===== src/rtl/id_ex_operand_reg.sv =====
// ID->EX operand register: resolves rs1/rs2 through the EX/MEM bypass, muxes
// the ALU, AGU and CSR operands from the decoded select codes, and registers
// them behind a valid/ready handshake with stall, flush and load-use interlock.
module id_ex_operand_reg #(
  parameter int XLEN = 32,
  parameter int RA_W = 5
) (
  input  logic            clk,
  input  logic            rst_n,
  input  logic            flush,
  input  logic            in_valid,
  output logic            in_ready,
  input  logic [XLEN-1:0] in_pc,
  input  logic [RA_W-1:0] in_rs1_addr,
  input  logic [RA_W-1:0] in_rs2_addr,
  input  logic [XLEN-1:0] in_rs1_data,
  input  logic [XLEN-1:0] in_rs2_data,
  input  logic [XLEN-1:0] in_imm,
  input  logic [4:0]      in_zimm,
  input  logic [RA_W-1:0] in_rd,
  input  logic [1:0]      in_alu_a_sel,
  input  logic [1:0]      in_alu_b_sel,
  input  logic [1:0]      in_agu_sel,
  input  logic [1:0]      in_csr_sel,
  input  logic            ex_fwd_valid,
  input  logic            ex_fwd_is_load,
  input  logic [RA_W-1:0] ex_fwd_rd,
  input  logic [XLEN-1:0] ex_fwd_data,
  input  logic            mem_fwd_valid,
  input  logic [RA_W-1:0] mem_fwd_rd,
  input  logic [XLEN-1:0] mem_fwd_data,
  output logic            out_valid,
  input  logic            out_ready,
  output logic [XLEN-1:0] out_op_a,
  output logic [XLEN-1:0] out_op_b,
  output logic [XLEN-1:0] out_agu_base,
  output logic [XLEN-1:0] out_agu_off,
  output logic [XLEN-1:0] out_csr_src,
  output logic [XLEN-1:0] out_store_data,
  output logic [RA_W-1:0] out_rd,
  output logic [XLEN-1:0] out_pc
);

  localparam logic [1:0] SEL_NOP = 2'd0;
  localparam logic [1:0] SEL_RS  = 2'd1;
  localparam logic [1:0] SEL_ALT = 2'd2;
  localparam logic [1:0] SEL_K   = 2'd3;

  logic [XLEN-1:0] rs1_fwd;
  logic [XLEN-1:0] rs2_fwd;
  logic            rs1_used;
  logic            lu_stall;
  logic            accept;
  logic [XLEN-1:0] op_a_d;
  logic [XLEN-1:0] op_b_d;
  logic [XLEN-1:0] agu_base_d;
  logic [XLEN-1:0] csr_src_d;

  // Bypass rs1: x0 reads zero, then EX result, then MEM result, then regfile
  always_comb begin
    rs1_fwd = in_rs1_data;
    if (in_rs1_addr == '0) begin
      rs1_fwd = '0;
    end else if (ex_fwd_valid && (ex_fwd_rd == in_rs1_addr)) begin
      rs1_fwd = ex_fwd_data;
    end else if (mem_fwd_valid && (mem_fwd_rd == in_rs1_addr)) begin
      rs1_fwd = mem_fwd_data;
    end
  end

  // Bypass rs2 with the same priority; rs2 also feeds the store data path
  always_comb begin
    rs2_fwd = in_rs2_data;
    if (in_rs2_addr == '0) begin
      rs2_fwd = '0;
    end else if (ex_fwd_valid && (ex_fwd_rd == in_rs2_addr)) begin
      rs2_fwd = ex_fwd_data;
    end else if (mem_fwd_valid && (mem_fwd_rd == in_rs2_addr)) begin
      rs2_fwd = mem_fwd_data;
    end
  end

  // Load-use interlock: a load in EX cannot bypass, so hold decode one cycle
  always_comb begin
    rs1_used = (in_alu_a_sel == SEL_RS) || (in_agu_sel == SEL_RS) ||
               (in_csr_sel == SEL_RS);
    lu_stall = ex_fwd_valid && ex_fwd_is_load && (ex_fwd_rd != '0) &&
               ((rs1_used && (ex_fwd_rd == in_rs1_addr)) ||
                (ex_fwd_rd == in_rs2_addr));
    in_ready = (!out_valid || out_ready) && !lu_stall && !flush;
    accept   = in_valid && in_ready;
  end

  // Operand muxes; nop and undefined select codes produce zero
  always_comb begin
    op_a_d     = '0;
    op_b_d     = '0;
    agu_base_d = '0;
    csr_src_d  = '0;
    case (in_alu_a_sel)
      SEL_RS:  op_a_d = rs1_fwd;
      SEL_ALT: op_a_d = in_pc;
      default: op_a_d = '0;
    endcase
    case (in_alu_b_sel)
      SEL_RS:  op_b_d = rs2_fwd;
      SEL_ALT: op_b_d = in_imm;
      SEL_K:   op_b_d = XLEN'(4);
      default: op_b_d = '0;
    endcase
    case (in_agu_sel)
      SEL_RS:  agu_base_d = rs1_fwd;
      SEL_ALT: agu_base_d = in_pc;
      default: agu_base_d = '0;
    endcase
    case (in_csr_sel)
      SEL_RS:  csr_src_d = rs1_fwd;
      SEL_ALT: csr_src_d = {{(XLEN-5){1'b0}}, in_zimm};
      default: csr_src_d = '0;
    endcase
  end

  // Pipeline register: reset, then flush, then accept, then drain to a bubble
  always_ff @(posedge clk) begin
    if (!rst_n) begin
      out_valid      <= 1'b0;
      out_op_a       <= '0;
      out_op_b       <= '0;
      out_agu_base   <= '0;
      out_agu_off    <= '0;
      out_csr_src    <= '0;
      out_store_data <= '0;
      out_rd         <= '0;
      out_pc         <= '0;
    end else if (flush) begin
      out_valid <= 1'b0;
    end else if (accept) begin
      out_valid      <= 1'b1;
      out_op_a       <= op_a_d;
      out_op_b       <= op_b_d;
      out_agu_base   <= agu_base_d;
      out_agu_off    <= in_imm;
      out_csr_src    <= csr_src_d;
      out_store_data <= rs2_fwd;
      out_rd         <= in_rd;
      out_pc         <= in_pc;
    end else if (out_ready) begin
      out_valid <= 1'b0;
    end
  end

endmodule


===== config.mk =====
export PLATFORM = sky130hd
export DESIGN_NAME = id_ex_operand_reg
export DESIGN_NICKNAME = d
export VERILOG_FILES = /design/src/rtl/id_ex_operand_reg.sv
export SDC_FILE = /design/constraint.sdc
export NUM_CORES = 1
export LEC_CHECK = 0
export ABC_CLOCK_PERIOD_IN_PS = 2200
export BUFFER_PORTS_ARGS = -buffer_cell sky130_fd_sc_hd__buf_2
export CAP_MARGIN = 20
export CORE_AREA = 5 5 179 181
export CTS_CLUSTER_SIZE = 12
export DETAILED_ROUTE_END_ITERATION = 10
export DIE_AREA = 0 0 184 186
export SYNTH_ARGS = -nofsm -noshare
export SYNTH_HDL_FRONTEND = slang
export SYNTH_SLANG_ARGS = --single-unit

===== constraint.sdc =====
create_clock -name clk -period 2.2 [get_ports clk]
set_clock_uncertainty 0.05 [all_clocks]
set_input_delay 0.11 -clock clk [delete_from_list [all_inputs] [get_ports clk]]
set_output_delay 0.11 -clock clk [all_outputs]
set_load 0.01 [all_outputs]

Word-level counts from Yosys, hierarchy flattened
Cells that the tools add are included.

Register bits after elaboration: 230. ROM bits: 0. Bits in latches: 0. RAM bits: 0. Memories kept: 0.

Magnitude comparators: 0. Bitwise gates (word level): 2. Reduce and logical (&&, ||, !) cells: 24. Equal/unequal tests: 13. Div/mod/pow operators: 0. $add $sub $neg: 0. Shift-type cells: 0. Multipliers: 0. Multiplexer cells: 12.

Operator list (number): $mux W32 (6); $pmux W32 S2 (3); $pmux W32 S3 (1); $eq A5 B5 Y1 (4); $logic_and A1 B1 Y1 (11); $eq A2 B2 Y1 const B (5); $logic_not A5 Y1 (2); $eq A2 B1 Y1 const B (4); $reduce_bool A5 Y1 (1); $logic_or A1 B1 Y1 (4); $logic_not A1 Y1 (3); $mux W1 (2); $not A1 Y1 (2); $reduce_and A2 Y1 (1); $reduce_bool A2 Y1 (1); $reduce_or A2 Y1 (1).

Depth between registers and ports, before layout
Gate-level depths: netlist (run 1).

Depth after elaboration: 11. Depth in mapped cells: 9.

Worst setup path before layout (run 1)
No wires, ideal clock.

Path type: in2reg. Start: input in_alu_a_sel[1]. End: register out_store_data[11]. Stages on the path: 9. Library setup time: 117 ps. Setup slack: 414 ps. Arrival: 1619 ps. Cell sequence: inv_1 -> ha_1 -> o311ai_0 -> o2bb2a_4 -> o211ai_1 -> and2_1 -> buf_6 -> buf_6 -> a22o_1.

Longest elaborated chain between the ends: 11.

Ends and longest elaborated chain: start: declaration (RTL line 21) `input logic [1:0] in_alu_a_sel,`; $eq A2 B1 Y1 (RTL line 85) `rs1_used = (in_alu_a_sel == SEL_RS) || (in_agu_sel == SEL_RS) ||`; $logic_or A1 B1 Y1 (2 in series) (RTL line 85); $logic_and A1 B1 Y1 (RTL line 88) `((rs1_used && (ex_fwd_rd == in_rs1_addr)) ||`; $logic_or A1 B1 Y1 (RTL line 88); $logic_and A1 B1 Y1 (RTL line 87) `lu_stall = ex_fwd_valid && ex_fwd_is_load && (ex_fwd_rd != '0) &&`; $logic_not A1 Y1 (RTL line 90) `in_ready = (!out_valid || out_ready) && !lu_stall && !flush;`; $logic_and A1 B1 Y1 (2 in series) (RTL line 90); $logic_and A1 B1 Y1 (RTL line 91) `accept = in_valid && in_ready;`; $reduce_and A2 Y1 (no source line); end signal: assignment (RTL line 144) `out_store_data <= rs2_fwd;`; end: declaration (RTL line 39) `output logic [XLEN-1:0] out_store_data,`.

No other way between the ends. A chain may end at the register's enable or synchronous reset.

Worst setup path in the final report (run 1)
Start: input mem_fwd_rd[0]. End: register out_store_data[13].

Longest elaborated chain between the ends: 5.

Ends and longest elaborated chain: start: declaration (RTL line 30) `input logic [RA_W-1:0] mem_fwd_rd,`; $eq A5 B5 Y1 (RTL line 78) `end else if (mem_fwd_valid && (mem_fwd_rd == in_rs2_addr)) begin`; $logic_and A1 B1 Y1 (RTL line 78); $mux W32 (RTL line 78); $mux W32 (RTL line 76) `end else if (ex_fwd_valid && (ex_fwd_rd == in_rs2_addr)) begin`; $mux W32 (RTL line 74) `if (in_rs2_addr == '0) begin`.

No other way between the ends.

==> results of run 1 <==
-- flip-flops by register name, summed over array words and instances, names as in the netlist --
register and cells:
out_csr_src 32, out_rd 5, out_agu_base 32, out_op_b 32, out_store_data 32, out_valid 1
out_op_a 32, out_pc 32, out_agu_off 32
-- how the worst max path moves through the flow --
stage | slack [ps] | cells after the start | end
5_1_grt | 3 | 10 | out_store_data[11]$_SDFFE_PN0P_
6_report | 120 | 10 | out_store_data[13]$_SDFFE_PN0P_
3_3_place_gp | 6 | 10 | out_agu_off[29]$_SDFFE_PN0P_
4_1_cts | 50 | 10 | out_store_data[11]$_SDFFE_PN0P_
2_1_floorplan | 410 | 9 | out_store_data[11]$_SDFFE_PN0P_
3_5_place_dp | -40 | 9 | out_op_a[28]$_SDFFE_PN0P_
-- layout by cell type (no fill, tap or decap), drive strengths merged, types with 5 or more instances in the layout --
cell type,instances
a31oi,32
o21ai,90
a21boi,70
a22o,31
nor2,36
a211o,31
xnor2,11
o2bb2ai,70
ha,6
dlygate4sd3,129
xor2,9
inv,7
mux2i,31
dfxtp,230
a22oi,69
nand3,32
nand2,169
a21oi,94
nor2b,5
nor3,34
buf,554
clkbuf,42
nand4,34
-- repair_timing --
action	CTS	global route
gates resized for setup	0	2
endpoints found under the hold margin	204	0
endpoints found under the setup margin	0	2
setup buffers	0	1
hold buffers	129	0
-- where the power goes --
part	switching, mW	internal (mW)
sequential	0.0919	4.34
clock	1.74	2.62
combinational	1.07	0.859
-- final cells by class --
class | count | area [µm²] | share of cell area, %
diodes | 4 | 10.0 | 0.0627
clock buffers | 42 | 811 | 5.08
clock inverters | 4 | 56.3 | 0.353
inverters | 7 | 26.3 | 0.165
multi-input cells | 876 | 5460 | 34.2
flip-flops and latches | 230 | 4600 | 28.8
well taps | 396 | 495 | 3.10
repair buffers | 683 | 4510 | 28.2
-- critical path: cells and delay by family --
kind | cells | cell delay [ps]
simple gates | 2 | 630
xor+xnor | 1 | 160
buf+inv | 4 | 1030
compound gates | 2 | 260
mux | 1 | 230
-- routing by layer --
layer  routed length [µm]  track usage [%]
met5                   13                0
met4                 1560             7.78
met3                 4140             5.30
met2                21600             42.5
met1                20100             35.2
-- per-stage QoR --
stage | instances | util, %
after global placement | 2062 | 45.5
after floorplan | 1240 | -
after detailed placement | 2062 | 45.5
after global routing | 2240 | 52.7
final | 2242 | 52.8
after CTS | 2237 | 52.7
-- logic make-up (layout without fill, tap and decap cells) --
family          count (synthesis)  after routing  synth area share (%)
simple gates                  323            323                  13.5
mux                            31             31                  2.92
xor+xnor                       20             20                  1.65
other cells                     0              4                     0
compound gates                496            496                  32.1
fa+ha+maj                       6              6                 0.706
flops                         230            230                  43.3
buf+inv                       134            736                  5.82
==> flow_summary_export.csv, run 1 <==
group,metric,value,unit
status,status,"completed",
timing,worst_slack,122,ps
setup_path,slowest_stage,"dlygate4sd3_1",
detailed_routing,drt-total-wl,47500,µm
timing,period_share,94.5,%
timing,worst_slew_pin_slew,1130,ps
detailed_routing,viasPerCell,5.52,
setup_path,timing_worst_setup_path_type,"in -> reg",
synthesis,ys_top_cells_by_count,"dfxtp_1 (230), nand2_1 (169), a21oi_1 (94)",
clock_network,clock_latency,530,ps
timing,fmax,0.481,GHz
hold_path,min_to,"out_store_data[12]$_SDFFE_PN0P_",
placed_design,dp_hpwl,35500,µm
clock_network,tritoncts,"yes",
clock_network,cts.clk_slew.worst_paths,60,ps
timing,relSlewSlack,24.1,%
floorplanning,ios,469,
floorplanning,chipWidth,184,µm
timing,period_needed,2080,ps
setup_path,r2r_end,"out_op_a[28]$_SDFFE_PN0P_",
setup_path,r2r_start,"out_valid$_SDFFE_PP0P_",
setup_path,r2r_cells,6,
timing,hold_slack,19.7,ps
placed_design,post-place-ws,-36.0,ps
synthesis,synth_top_area_share,43.3,%
synthesis,synth.most_common_cell,"dfxtp_1",
floorplanning,die-area,0.0342,mm²
synthesis,ys.flop_type,"dfxtp_1",
timing,final_hold_viol_count,0,
synthesis,avgSynthCellArea,8.58,µm²
hold_path,worstHoldPathCells,4,
timing,slew_viol_final,0,
synthesis,mappedNetlistNets,1484,
placed_design,place_area,0.0138,mm²
setup_path,cp_data_arrival_time,2440,ps
setup_path,cp-startpoint,"mem_fwd_rd[0]",
floorplanning,chipHeight,186,µm
setup_path,crit_path_start_kind,"input port",
cells_and_area,drive_above_1_share,33.0,%
detailed_routing,postRouteAntennaNets,0,
grt,grt_pass1_vias,12200,
hold_path,hp-class,"in -> reg",
synthesis,synth_cell_type_count,42,
synthesis,synth_cells,1240,
power,p_leak,6.98,nW
power,p_total,10.7,mW
grt,grt.total_usage,26.1,%
setup_path,path_cells,"buf_2 > xor2_1 > nor4_2 > and3_4 > buf_12 > buf_4 > mux2i_1 > dlygate4sd3_1 > a21oi_1 > a22o_1",
run,max_cap_violations,0,
synthesis,ys_seq_area_share,43.3,%
detailed_routing,wl_per_cell,21.2,µm
grt,grt_antenna_before_repair,4,
clock_network,htree_levels,1,
synthesis,async_reset_ff_share,0,%
clock_network,numCtsBuffers,26,
cells_and_area,fillers,2823,
power,power_density,671,mW/mm²
setup_path,cp-end-kind,"flip-flop",
floorplanning,initial_core_util,35.1,%
detailed_routing,first_iter_violations,1025,
grt,overflow,0,
setup_path,critPathRequiredTime,2560,ps
detailed_routing,drt_first_pass_iters,6,
grt,grt_pass1_wl,71700,µm
cells_and_area,nNetsFinal,2068,
clock_network,clock-sinks,230,
clock_network,cts_root_buf,"clkbuf_16",
synthesis,yosys.area.top_type,"dfxtp_1",
detailed_routing,via_count,12400,
floorplanning,core-area,0.0303,mm²
timing,finalSetupViolCount,0,
placed_design,port_buffers,468,
synthesis,synth-edff-count,0,
setup_path,cp_max_fo,18,
floorplanning,rows,64,
timing,tns,0,ps
hold_path,holdCritStartpoint,"in_rs2_data[12]",
timing,rsz0062_at_grt,"no",
cells_and_area,synthToLayoutAreaGrowth,50.1,%
synthesis,synthTopCellsByArea,"dfxtp_1 (43%), nand2_1 (6.0%), o2bb2ai_1 (5.8%)",
placed_design,gp_congestion,0.933,
setup_path,worst-r2r-setup-slack,360,ps
clock_network,clockBufferDepth,3,
detailed_routing,drcViolationCount,0,
synthesis,yosys_register_bits,230,
setup_path,cpPeakStageDelay,580,ps
grt,grt_max_degree,95,
cells_and_area,design_area,0.0160,mm²
power,ir_drop,0.603,mV
synthesis,yosysWarnings,0,
synthesis,syn_area,0.0106,mm²
No activity file was read; power rests on OpenSTA's default activity.
==> inputs of run 2 (changes only) <==
==> config.mk (replaced) <==
export PLATFORM = sky130hd
export DESIGN_NAME = id_ex_operand_reg
export DESIGN_NICKNAME = d
export VERILOG_FILES = /design/src/rtl/id_ex_operand_reg.sv
export SDC_FILE = /design/constraint.sdc
export NUM_CORES = 1
export LEC_CHECK = 0
export CAP_MARGIN = 20
export CORE_AREA = 5 5 179 181
export DETAILED_ROUTE_END_ITERATION = 10
export DIE_AREA = 0 0 184 186
export DONT_BUFFER_PORTS = 1
export SYNTH_ARGS = -nofsm -noshare
export SYNTH_HDL_FRONTEND = slang
export SYNTH_SLANG_ARGS = --single-unit
==> run 2 against run 1 <==
Compared with the run above:
- wire length up 2.4%
- via count decreased by 8.6%
- utilization shrank 5.2 points
- highest routed layer unchanged
==> flow_summary_export.csv, run 2 (same netlist as run 1, synthesis figures left out) <==
group,metric,value,unit
timing,period_share,98.6,%
setup_path,critPathRequiredTime,2600,ps
clock_network,cts_root_buf,"clkbuf_16",
detailed_routing,drt-total-wl,48600,µm
cells_and_area,drive_above_1_share,8.16,%
run,max_cap_violations,0,
timing,final_hold_viol_count,0,
detailed_routing,first_iter_violations,1099,
floorplanning,chipHeight,186,µm
setup_path,r2r_start,"out_valid$_SDFFE_PP0P_",
timing,period_needed,2170,ps
clock_network,clock_latency,510,ps
cells_and_area,final_cell_mix,"dlygate4sd3_1 (229), dfxtp_1 (229), nand2_1 (169)",
floorplanning,die-area,0.0342,mm²
setup_path,cp-end-kind,"flip-flop",
timing,tns,0,ps
detailed_routing,postRouteAntennaNets,0,
clock_network,cts.clk_slew.worst_paths,60,ps
floorplanning,rows,64,
clock_network,tritoncts,"yes",
setup_path,worst-r2r-setup-slack,100,ps
setup_path,crit_path_start_kind,"input port",
setup_path,timing_worst_setup_path_type,"in -> reg",
hold_path,worstHoldPathCells,2,
grt,overflow,0,
detailed_routing,drt_first_pass_iters,6,
detailed_routing,drcViolationCount,0,
timing,hold_slack,14.6,ps
power,power_density,719,mW/mm²
timing,slew_viol_final,0,
timing,relSlewSlack,51.0,%
power,p_leak,5.06,nW
clock_network,clock-sinks,230,
clock_network,clockBufferDepth,3,
placed_design,gp_congestion,0.925,
grt,grt_pass1_vias,11100,
hold_path,holdCritStartpoint,"rst_n",
cells_and_area,nNetsFinal,1675,
clock_network,htree_levels,1,
timing,finalSetupViolCount,0,
status,status,"completed",
setup_path,cp_data_arrival_time,2570,ps
timing,fmax,0.461,GHz
timing,worst_slew_pin_slew,736,ps
power,ir_drop,0.526,mV
placed_design,dp_hpwl,33200,µm
timing,rsz0062_at_grt,"no",
setup_path,r2r_end,"out_agu_off[4]$_SDFFE_PN0P_",
clock_network,numCtsBuffers,25,
detailed_routing,viasPerCell,6.14,
placed_design,port_buffers,0,
grt,grt_antenna_before_repair,2,
setup_path,cp_max_fo,24,
floorplanning,core-area,0.0303,mm²
floorplanning,chipWidth,184,µm
detailed_routing,wl_per_cell,26.3,µm
detailed_routing,via_count,11300,
grt,grt.total_usage,26.4,%
floorplanning,ios,469,
grt,grt_pass1_wl,70900,µm
grt,grt_max_degree,131,
hold_path,min_to,"out_pc[16]$_SDFFE_PN0P_",
cells_and_area,synthToLayoutAreaGrowth,35.4,%
hold_path,hp-class,"in -> reg",
setup_path,r2r_cells,8,
floorplanning,initial_core_util,35.1,%
[run 2: cell count changes in the layout (fill, tap and decap cells not counted), sizes merged]
cell,delta
clkinvlp,+2
dlygate4sd3,+100
clkbuf,-8
buf,-493
diode,-2
bufinv,+2
clkinv,+1
[run 2: area by class of cell]
| type | count | area [µm²] |
|---|---|---|
| diodes | 2 | 5.00 |
| clock buffers | 33 | 686 |
| clock inverters | 9 | 125 |
| fillers | 2841 | 15900 |
| inverters | 7 | 26.3 |
| multi-input cells | 876 | 5490 |
| flip-flops and latches | 230 | 4610 |
| well taps | 396 | 495 |
| repair buffers | 291 | 2970 |
[run 2: routing by layer]
layer	share of wire, %	wire, µm	vias to the layer above	global-route usage [%]
met2	45	21700	844	41.5
met3	12	5670	179	8.40
met4	4.3	2100	2	9.44
li1	-	-	4944	-
met1	39	19200	5348	34.2
met5	0.031	15	-	0
[run 2: where the power goes]
group	switching, mW	total [mW]	internal, mW
registers	0.228	4.57	4.34
logic	0.836	1.54	0.704
clock network	1.73	4.25	2.53
[run 2: critical path, cell delays in order]
cell and delay (ps):
dlygate4sd3_1 910, nand4_1 140, dlygate4sd3_1 600, a31oi_1 480, a22oi_1 150, o2bb2ai_1 170
[run 2: metrics by stage]
stage               setup slack [ps]  area (µm²)  power, mW  std cells  utilization, %
floorplan                        414       10600       5.34       1240               -
global placement                37.1       11200       5.69       1565            36.9
detailed placement              80.0       11200       5.70       1565            36.9
CTS                             11.1       14300       10.3       1837            47.2
global route                    5.96       14400       10.7       1843            47.6
finish                          31.2       14400       10.4       1844            47.6
[run 2: what timing repair did]
| item | CTS | global route |
|---|---|---|
| buffers inserted | 0 | 4 |
| resized for setup | 0 | 10 |
| endpoints found under the setup margin | 0 | 8 |
| hold buffers | 230 | 0 |
| hold endpoints to repair | 230 | 0 |
[run 2: how the worst max path moves through the flow]
stage | from | to | slack [ps]
after CTS | out_valid$_SDFFE_PP0P_ | out_agu_off[4]$_SDFFE_PN0P_ | 10
after global placement | in_alu_a_sel[1] | out_agu_off[29]$_SDFFE_PN0P_ | 40
after floorplan | in_alu_a_sel[1] | out_store_data[11]$_SDFFE_PN0P_ | 410
final | mem_fwd_valid | out_op_a[9]$_SDFFE_PN0P_ | 30
after global routing | out_valid$_SDFFE_PP0P_ | out_agu_off[4]$_SDFFE_PN0P_ | 6
after detailed placement | in_alu_a_sel[1] | out_agu_off[28]$_SDFFE_PN0P_ | 80
==> inputs of run 3 (changes only) <==
--- a/config.mk
+++ b/config.mk
@@ -5,10 +5,11 @@
 export SDC_FILE = /design/constraint.sdc
 export NUM_CORES = 1
 export LEC_CHECK = 0
+export ABC_AREA = 1
 export CAP_MARGIN = 20
-export CORE_AREA = 5 5 179 181
+export CORE_AREA = 5 5 180 182
 export DETAILED_ROUTE_END_ITERATION = 10
-export DIE_AREA = 0 0 184 186
+export DIE_AREA = 0 0 185 187
 export DONT_BUFFER_PORTS = 1
 export SYNTH_ARGS = -nofsm -noshare
 export SYNTH_HDL_FRONTEND = slang
==> run 3 against run 2 <==
Compared with the run above:
- the flow now finishes with violations (hold timing)
- critical path depth up 2
- count of clock-buffer cells in the layout rose by 8
- die area is 1.1% higher
- first-iteration DRC count is 19% higher
- final cell count up 35%
- clock power is 2% higher
- critical endpoint is now out_csr_src[4]$_SDFFE_PN0P_
- highest routed layer is now met4
==> flow_summary_export.csv, run 3 <==
group,metric,value,unit
power,power_density,683,mW/mm²
timing,fmax,0.479,GHz
detailed_routing,viasPerCell,5.49,
clock_network,htree_levels,1,
grt,grt_max_degree,100,
synthesis,yosysWarnings,0,
setup_path,critPathRequiredTime,2630,ps
floorplanning,chipHeight,187,µm
power,switching_share,27.9,%
floorplanning,die-area,0.0346,mm²
clock_network,numCtsBuffers,26,
grt,grt_antenna_before_repair,4,
power,p_leak,6.62,nW
cells_and_area,synthToLayoutAreaGrowth,28.0,%
hold_path,hp-class,"in -> reg",
setup_path,cp_data_arrival_time,2510,ps
setup_path,cp_max_fo,25,
synthesis,ys_seq_area_share,38.1,%
synthesis,yosys.area.top_type,"dfxtp_1",
clock_network,cts.clk_slew.worst_paths,60,ps
synthesis,synth_top_area_share,38.1,%
synthesis,synth_cell_type_count,28,
floorplanning,initial_core_util,39.7,%
timing,relSlewSlack,36.9,%
status,status,"finished with violations",
placed_design,gp_congestion,0.949,
floorplanning,chipWidth,185,µm
detailed_routing,drcViolationCount,0,
clock_network,tritoncts,"yes",
timing,slew_viol_final,0,
synthesis,synth-edff-count,0,
cells_and_area,post-route-util,50.9,%
floorplanning,rows,64,
cells_and_area,final_cell_mix,"nand2_1 (697), nand3_1 (296), dfxtp_1 (230)",
timing,finalSetupViolCount,0,
detailed_routing,drt_first_pass_iters,7,
cells_and_area,design_area,0.0155,mm²
power,p_total,10.6,mW
synthesis,mappedNetlistNets,2170,
grt,grt_pass1_wl,78900,µm
grt,grt_pass1_vias,12800,
placed_design,port_buffers,0,
detailed_routing,drt-total-wl,53200,µm
setup_path,timing_worst_setup_path_type,"reg -> reg",
setup_path,cp-end-kind,"flip-flop",
synthesis,async_reset_ff_share,0,%
synthesis,synth.most_common_cell,"nand2_1",
status,violations,"hold timing",
timing,worst_slew_pin_slew,944,ps
placed_design,placed_cells,2222,
grt,grt.total_usage,28.6,%
power,power_frac_seq,43.3,%
setup_path,crit_path_start_kind,"flip-flop",
cells_and_area,final_cells,2487,
clock_network,clockBufferDepth,3,
timing,period_share,94.9,%
timing,final_hold_viol_count,2,
synthesis,synthTopCellsByArea,"dfxtp_1 (38%), nand2_1 (22%), nand3_1 (12%)",
power,combPwrFrac,15.6,%
power,internal-power,7.63,mW
placed_design,dp_hpwl,38200,µm
synthesis,ys.flop_type,"dfxtp_1",
cells_and_area,drive_above_1_share,5.03,%
detailed_routing,wl_per_cell,21.4,µm
power,p_sw,2.95,mW
timing,period_needed,2090,ps
detailed_routing,postRouteAntennaNets,0,
floorplanning,ios,469,
timing,worst_slack,111,ps
synthesis,ys_top_cells_by_count,"nand2_1 (698), nand3_1 (297), dfxtp_1 (230)",
run,max_cap_violations,0,
cells_and_area,nNetsFinal,2315,
synthesis,yosys_register_bits,230,
synthesis,syn_area,0.0121,mm²
detailed_routing,via_count,13600,
clock_network,clock-sinks,230,
clock_network,cts_root_buf,"clkbuf_16",
timing,rsz0062_at_grt,"yes",
placed_design,place_area,0.0124,mm²
cells_and_area,final_common_cell,"nand2_1",
timing,tns,0,ps
detailed_routing,first_iter_violations,1311,
synthesis,synth_cells,1926,
synthesis,avgSynthCellArea,6.28,µm²
floorplanning,core-area,0.0304,mm²
power,ir_drop,0.608,mV
clock_network,clock_latency,540,ps
timing,hold_slack,-4.62,ps
placed_design,post-place-ws,-60.6,ps
grt,overflow,0,
power,clkPwrFrac,41.1,%
run 3: power groups by stage:
stage	Clock, mW	Sequential, mW	Combinational (mW)
after global placement	0	4.67	1.19
final	4.35	4.58	1.65
after detailed placement	0	4.67	1.20
after global routing	4.60	4.60	1.81
after CTS	4.41	4.58	1.60
after floorplan	0	4.60	0.923
run 3: final cells by class:
type,count,area (µm²)
sequential,230,4600
antenna,4,10.0
timing repair buffer,258,2700
clock buffer,41,808
multi-input combinational,1446,6400
tap,396,495
fill,3064,14900
clock inverter,3,42.5
inverter,109,419
run 3: worst paths after layout:
path | to | startpoint | depth (start not counted) | slack, ps
max | out_csr_src[4]$_SDFFE_PN0P_ | out_valid$_SDFFE_PP0P_ | 8 | 110
min | out_csr_src[11]$_SDFFE_PN0P_ | ex_fwd_valid | 6 | -5
max reg2reg | out_csr_src[4]$_SDFFE_PN0P_ | out_valid$_SDFFE_PP0P_ | 8 | 110
min reg2reg | out_store_data[4]$_SDFFE_PN0P_ | out_store_data[4]$_SDFFE_PN0P_ | 2 | 440
run 3: cell families after synthesis:
logic type	after synthesis	synth area share (%)
and+or+nand+nor	1174	40.0
adders and majority gates	6	0.621
buffers and inverters	250	9.26
DFF	230	38.1
AOI/OAI and AO/OA	260	11.6
xor gates and xnor gates	6	0.435
run 3: repair_timing:
item,4_1_cts,5_1_grt
gates resized for setup,0,7
setup endpoints to repair,0,16
buffers inserted,0,2
hold buffers,213,0
endpoints found under the hold margin,227,0
run 3: worst max-delay path: stages (launching register included):
cell and delay, ps:
dfxtp_1 350, a21oi_1 170, buf_4 160, nand3_4 140, buf_16 220, nor2_4 160, nand2_1 90, dlygate4sd3_1 570
a21oi_1 120
run 3: routing by layer:
metal  global-route usage (%)  vias to the layer above  share of wire (%)
li1                         -                     6481                  -
met1                     37.3                     6319                 40
met2                     46.1                      713                 45
met3                     8.13                      129                 11
met4                     8.58                        0                3.5
met5                        0                        -                  0
